<file path="config.mk">
export PLATFORM = sky130hd
export DESIGN_NAME = recirculador_multilane
export DESIGN_NICKNAME = d
export VERILOG_FILES = /design/src/rtl/recirc_pkg.sv /design/src/rtl/recirc_lane_fifo.sv /design/src/rtl/recirculador_multilane.sv
export SDC_FILE = /design/constraint.sdc
export NUM_CORES = 1
export LEC_CHECK = 0
export BUFFER_PORTS_ARGS = -buffer_cell sky130_fd_sc_hd__buf_4
export CAP_MARGIN = 20
export CORE_ASPECT_RATIO = 1.2
export CORE_MARGIN = 1.5
export CORE_UTILIZATION = 25
export CTS_BUF_LIST = sky130_fd_sc_hd__clkbuf_2
export DETAILED_ROUTE_END_ITERATION = 6
export PLACE_DENSITY = 0.4
export RECOVER_POWER = 25
export SLEW_MARGIN = 10
export SYNTH_ARGS = -nofsm -noshare
export SYNTH_HDL_FRONTEND = slang
export SYNTH_SLANG_ARGS = --single-unit
export TNS_END_PERCENT = 50
</file>
<file path="constraint.sdc">
create_clock -name clk_2f -period 9.5 [get_ports clk_2f]
set_clock_uncertainty 0.1 [all_clocks]
set_input_delay 0.95 -clock clk_2f [delete_from_list [all_inputs] [get_ports clk_2f]]
set_output_delay 0.95 -clock clk_2f [all_outputs]
set_load 0.01 [all_outputs]
</file>
<file path="src/rtl/recirc_pkg.sv">
// Shared definitions for the multi-lane recirculator: FSM state encoding and
// a constant-evaluable ceil(log2) helper used to size pointers and counters.
package recirc_pkg;

    localparam int STATE_W = 2;

    typedef enum logic [STATE_W-1:0] {
        ST_IDLE    = 2'd0,
        ST_ACTIVE  = 2'd1,
        ST_DRAIN   = 2'd2,
        ST_ILLEGAL = 2'd3
    } state_e;

    function automatic int clog2(input int value);
        int res;
        int rem;
        res = 0;
        rem = value - 1;
        while (rem > 0) begin
            res = res + 1;
            rem = rem >> 1;
        end
        return res;
    endfunction

endpackage

</file>
<file path="src/rtl/recirc_lane_fifo.sv">
// One lane's active-path FIFO. Pointers carry an extra wrap bit so full and
// empty are distinguished without a separate occupancy counter.
module recirc_lane_fifo
    import recirc_pkg::*;
#(
    parameter int WIDTH = 32,
    parameter int DEPTH = 4
) (
    input  logic             clk,
    input  logic             reset,
    input  logic             push,
    input  logic             pop,
    input  logic [WIDTH-1:0] din,
    output logic [WIDTH-1:0] head,
    output logic             empty,
    output logic             full,
    output logic             empty_next,
    output logic             overflow
);

    localparam int AW = clog2(DEPTH);
    localparam logic [AW:0] PTR_ONE = {{AW{1'b0}}, 1'b1};

    logic [AW:0]      wptr_q, wptr_d;
    logic [AW:0]      rptr_q, rptr_d;
    logic             ovf_q, ovf_d;
    logic [WIDTH-1:0] mem_q [DEPTH];
    logic [WIDTH-1:0] mem_d [DEPTH];
    logic             rd_s, wr_s;

    // Full/empty decode, push/pop qualification and next pointer/storage values.
    always_comb begin
        empty = (wptr_q == rptr_q);
        full  = (wptr_q[AW] != rptr_q[AW]) && (wptr_q[AW-1:0] == rptr_q[AW-1:0]);
        rd_s  = pop & ~empty;
        // A pop on a full FIFO frees the slot the incoming word overwrites.
        wr_s  = push & (~full | rd_s);
        mem_d = mem_q;
        if (wr_s) begin
            mem_d[wptr_q[AW-1:0]] = din;
            wptr_d = wptr_q + PTR_ONE;
        end else begin
            wptr_d = wptr_q;
        end
        if (rd_s) begin
            rptr_d = rptr_q + PTR_ONE;
        end else begin
            rptr_d = rptr_q;
        end
        if (push & ~wr_s) begin
            ovf_d = 1'b1;
        end else begin
            ovf_d = ovf_q;
        end
        empty_next = (wptr_d == rptr_d);
        if (empty) begin
            head = {WIDTH{1'b0}};
        end else begin
            head = mem_q[rptr_q[AW-1:0]];
        end
        overflow = ovf_q;
    end

    // Pointer and sticky overflow registers.
    always_ff @(posedge clk) begin
        if (reset) begin
            wptr_q <= {(AW+1){1'b0}};
            rptr_q <= {(AW+1){1'b0}};
            ovf_q  <= 1'b0;
        end else begin
            wptr_q <= wptr_d;
            rptr_q <= rptr_d;
            ovf_q  <= ovf_d;
        end
    end

    // Storage needs no reset: the head is masked while the FIFO is empty.
    always_ff @(posedge clk) begin
        mem_q <= mem_d;
    end

endmodule

</file>
<file path="src/rtl/recirculador_multilane.sv">
// Multi-lane recirculator: routes valid words to per-lane active FIFOs while the
// link is active, otherwise to registered recirculation outputs, and sequences drain.
module recirculador_multilane
    import recirc_pkg::*;
#(
    parameter int LANES = 4,
    parameter int WIDTH = 32,
    parameter int DEPTH = 4,
    parameter int CNT_W = 16
) (
    input  logic                   clk_2f,
    input  logic                   reset,
    input  logic [LANES*WIDTH-1:0] data_input,
    input  logic [LANES-1:0]       valid,
    input  logic                   data_and_active,
    input  logic                   active_ready,
    output logic [LANES*WIDTH-1:0] data_recirculador_active,
    output logic [LANES-1:0]       valid_active,
    output logic [LANES*WIDTH-1:0] data_recirculador_inactive,
    output logic [LANES-1:0]       valid_inactive,
    output logic [LANES-1:0]       fifo_full,
    output logic [LANES-1:0]       overflow,
    output logic [CNT_W-1:0]       recirc_count,
    output logic [STATE_W-1:0]     state
);

    localparam int PC_W  = clog2(LANES + 1);
    localparam int SUM_W = CNT_W + PC_W;
    localparam logic [PC_W-1:0]  PC_ONE  = {{(PC_W-1){1'b0}}, 1'b1};
    localparam logic [SUM_W-1:0] SUM_MAX = {{PC_W{1'b0}}, {CNT_W{1'b1}}};

    logic [LANES-1:0]       push_s, pop_s, empty_s, empty_next_s, recirc_s;
    logic [LANES*WIDTH-1:0] inact_data_q, inact_data_d;
    logic [LANES-1:0]       inact_valid_q, inact_valid_d;
    logic [CNT_W-1:0]       cnt_q, cnt_d;
    logic [PC_W-1:0]        pc_s;
    logic [SUM_W-1:0]       sum_s;
    state_e                 state_q, state_d;

    for (genvar g = 0; g < LANES; g++) begin : g_lane
        recirc_lane_fifo #(
            .WIDTH (WIDTH),
            .DEPTH (DEPTH)
        ) u_fifo (
            .clk        (clk_2f),
            .reset      (reset),
            .push       (push_s[g]),
            .pop        (pop_s[g]),
            .din        (data_input[g*WIDTH +: WIDTH]),
            .head       (data_recirculador_active[g*WIDTH +: WIDTH]),
            .empty      (empty_s[g]),
            .full       (fifo_full[g]),
            .empty_next (empty_next_s[g]),
            .overflow   (overflow[g])
        );
    end

    // Lane routing, recirculation registers and saturating word counter.
    always_comb begin
        valid_active  = ~empty_s;
        push_s        = valid & {LANES{data_and_active}};
        pop_s         = valid_active & {LANES{active_ready}};
        recirc_s      = valid & ~{LANES{data_and_active}};
        inact_valid_d = recirc_s;
        inact_data_d  = inact_data_q;
        pc_s          = {PC_W{1'b0}};
        for (int i = 0; i < LANES; i++) begin
            if (push_s[i]) begin
                inact_data_d[i*WIDTH +: WIDTH] = inact_data_q[i*WIDTH +: WIDTH];
            end else begin
                inact_data_d[i*WIDTH +: WIDTH] = data_input[i*WIDTH +: WIDTH];
            end
            if (recirc_s[i]) begin
                pc_s = pc_s + PC_ONE;
            end else begin
                pc_s = pc_s;
            end
        end
        sum_s = {{PC_W{1'b0}}, cnt_q} + {{CNT_W{1'b0}}, pc_s};
        if (sum_s > SUM_MAX) begin
            cnt_d = {CNT_W{1'b1}};
        end else begin
            cnt_d = sum_s[CNT_W-1:0];
        end
        data_recirculador_inactive = inact_data_q;
        valid_inactive             = inact_valid_q;
        recirc_count               = cnt_q;
    end

    // Recirculation path and counter registers.
    always_ff @(posedge clk_2f) begin
        if (reset) begin
            inact_data_q  <= {(LANES*WIDTH){1'b0}};
            inact_valid_q <= {LANES{1'b0}};
            cnt_q         <= {CNT_W{1'b0}};
        end else begin
            inact_data_q  <= inact_data_d;
            inact_valid_q <= inact_valid_d;
            cnt_q         <= cnt_d;
        end
    end

    // FSM state register.
    always_ff @(posedge clk_2f) begin
        if (reset) begin
            state_q <= ST_IDLE;
        end else begin
            state_q <= state_d;
        end
    end

    // FSM next state; a reasserted link takes priority over finishing a drain.
    always_comb begin
        state_d = ST_IDLE;
        case (state_q)
            ST_IDLE: begin
                if (data_and_active) state_d = ST_ACTIVE;
                else                 state_d = ST_IDLE;
            end
            ST_ACTIVE: begin
                if (data_and_active)  state_d = ST_ACTIVE;
                else if (~&empty_s)   state_d = ST_DRAIN;
                else                  state_d = ST_IDLE;
            end
            ST_DRAIN: begin
                if (data_and_active)     state_d = ST_ACTIVE;
                else if (&empty_next_s)  state_d = ST_IDLE;
                else                     state_d = ST_DRAIN;
            end
            default: state_d = ST_IDLE;
        endcase
    end

    // FSM output decode.
    always_comb begin
        case (state_q)
            ST_IDLE:   state = 2'd0;
            ST_ACTIVE: state = 2'd1;
            ST_DRAIN:  state = 2'd2;
            default:   state = 2'd0;
        endcase
    end

endmodule

</file>
==> results.txt <==
Synth area leaders: edfxtp_1 (57%), dfxtp_1 (13%), mux4_2 (11%)
Core area: 106400 um^2
Peak VDD IR: 0.1161 mV
Port Buffer Count: 425
Largest net degree at the start of global routing: 99
Clock Latency Late Sink: 1.48 ns
Synth top area share: 57.20%
Non-Filler Instances: 4105
Io pins: 426
Synthesis-stage register bit count: 690
Pins Over Slew Limit: 0
FP Rows: 131
Area Growth Syn to Fin: 34.14%
Setup Viol. Count Final: 0
TNS Setup: 0 ns
Max-slew headroom: 27.06%
Syn nets: 1903
Final Cycle Share: 51.65%
Synth cell types: 45
DR iter-0 viols: 835
Failing checks: DRC
Total chip power: 6.760 mW
Starting Density: 25.27%
Status: complete, but fails checks
Max-Cap Viols: 0
DP Wirelength: 47360 um
Gpl congestion: 0.7375
Routed WL per cell: 19.17 um
List of most frequent post-synthesis cells: edfxtp_1 (512), nand2_1 (277), dfxtp_1 (178)
Antenna viol nets, final: 0
Sequential area share after synthesis: 70.46%
# fillers: 10650
Clock sinks: 690
Top_reg_cell synth: edfxtp_1
Max Clk Rate: 203.8 MHz
FF-to-FF path depth: 7
Vias in the first global route: 18770
Setup crit end kind: output port
Drt drc: 18
Area occupied by multi-input gates: 7370 um^2
Die area: 109500 um^2
Bufs on Longest Clock Path: 3
Initial antenna violation count: 3
CP max FO: 33
Via count: 17530
Post-layout util: 33.90%
Yosys warnings: 0
Post-Synthesis Cells: 1741
Register area: 18950 um^2
Pwr per Cell Area: 187.5 nW/um^2
Post-synth EDFFs: 512
Required time of the worst setup path: 8.45 ns
Cell with the most instances after synthesis: edfxtp_1
Worst hold path class: primary input to flip-flop
CTS Buf Count: 186
Share of post-route cells with drive strength above 1: 33.71%
GRT Util Overall: 14.50%
Critical path type: flip-flop to output port
Die W: 302.3 um
First-pass GRT wire length: 116300 um
Routed wire length: 78680 um
Clock-pin slew on the worst setup and hold paths: 0.10 ns
Avg Cell Area, Syn: 15.44 um^2
Htree depth: 4
First drt pass iteration count: 7
GR Overflow Total: 0
Final net count: 2716
Leading area contributor after synthesis: edfxtp_1
Placed cell count: 3492
Ys async rst share: 0%
Unrepaired setup endpoints after global routing: false
WP data arrival: 3.86 ns
Worst setup SP type: flip-flop
Final hold viol count: 0
TritonCTS clock tree: built
Leakage: 13.47 nW
Die height: 362.2 um
Min Hold Slack: 0.3466 ns
CTS Root Cell: clkbuf_2
Post-Syn Area: 26880 um^2
Post-layout min period: 4.907 ns
Vias per cell: 4.271
Post-cts repair resize count: 0
Slew of the pin with the lowest slew margin: 1.094 ns
Hold path depth: 3
==> power by group <==
| part | internal (mW) | switching, mW | leakage (nW) |
|---|---|---|---|
| Sequential | 3.33 | 0.0515 | 6.12 |
| Combinational | 0.603 | 0.644 | 6.01 |
| Clock | 0.876 | 1.26 | 1.34 |
==> final cells by class <==
class	instances	share of cell area [%]
flip-flops and latches	690	52.54
multi-input cells	922	20.44
repair buffers	731	17.12
well taps	1396	4.844
clock buffers	295	4.095
clock inverters	47	0.7114
inverters	23	0.2394
diodes	1	0.006940
==> timing repair <==
| action | 4_1_cts | 5_1_grt |
|---|---|---|
| hold buffers | 270 | 0 |
| buffers inserted | 0 | 0 |
| endpoints found under the hold margin | 679 | 0 |
==> worst max-delay path, cell delays in order (launching register included) <==
cell	delay [ns]
dfxtp_2	0.74
buf_4	0.51
xor2_2	0.19
nor3_4	0.25
buf_4	0.38
nor2b_1	0.10
buf_4	0.16
==> flip-flops by register name, indices dropped and copies added, names as in the netlist <==
| signal | count |
|---|---|
| g_lane.u_fifo.wptr_q | 12 |
| state_q | 2 |
| data_recirculador_inactive | 128 |
| recirc_count | 16 |
| g_lane.u_fifo.rptr_q | 12 |
| g_lane.u_fifo.mem_q | 512 |
| valid_inactive | 4 |
| g_lane.u_fifo.overflow | 4 |
==> per-layer routing <==
layer / vias up / track usage, % / share of wire [%]
met5: - / 0 / 0
met3: 156 / 4.019 / 5.5
li1: 8149 / - / -
met2: 479 / 26.03 / 53
met4: 0 / 6.343 / 3.0
met1: 8747 / 15.80 / 38
==> cells in the final DEF, fill, tap and decap left out, types with 5 or more instances in the layout <==
master	count
edfxtp_1	512
buf_4	354
clkbuf_2	295
nand2_1	277
dlygate4sd3_1	270
dfxtp_1	172
a21oi_1	148
mux4_2	128
nor2b_1	127
clkbuf_4	99
nor2_1	44
clkinv_1	33
xnor2_1	31
xor2_1	30
ha_1	25
inv_1	23
and2_1	19
mux2i_1	10
o21ai_0	7
nand3_1	6
a31oi_1	6
dfxtp_2	6
nand4_1	5
xor2_2	5
a41oi_1	5
and2b_1	5
clkinv_2	5
clkbuf_1	5
==> cells by family (layout without fill, tap and decap cells) <==
family | after synthesis | count (layout) | share of synthesized area, %
compound gates | 184 | 184 | 3.789
fa+ha+maj | 26 | 26 | 1.238
simple gates | 507 | 507 | 8.951
other cells | 0 | 1 | 0
mux | 139 | 139 | 11.14
flops | 690 | 690 | 70.46
xor+xnor | 66 | 66 | 2.290
buf+inv | 129 | 1096 | 2.137
==> per-stage QoR <==
stage,worst slack (ns),area (um^2)
global placement,5.212,31600
CTS,4.047,36070
global route,3.984,36060
finish,4.593,36060
detailed placement,5.129,31640
floorplan,5.469,26880
==> final timing paths <==
kind | slack (ns) | from | end
max reg2reg | 6.30 | g_lane[3].u_fifo.rptr_q[0] | state_q[1]
min reg2reg | 0.36 | data_recirculador_inactive[113] | data_recirculador_inactive[113]
max | 4.59 | g_lane[3].u_fifo.rptr_q[0] | data_recirculador_active[113]
min | 0.35 | valid[0] | valid_inactive[0]
No activity file was read; power rests on OpenSTA's default activity.
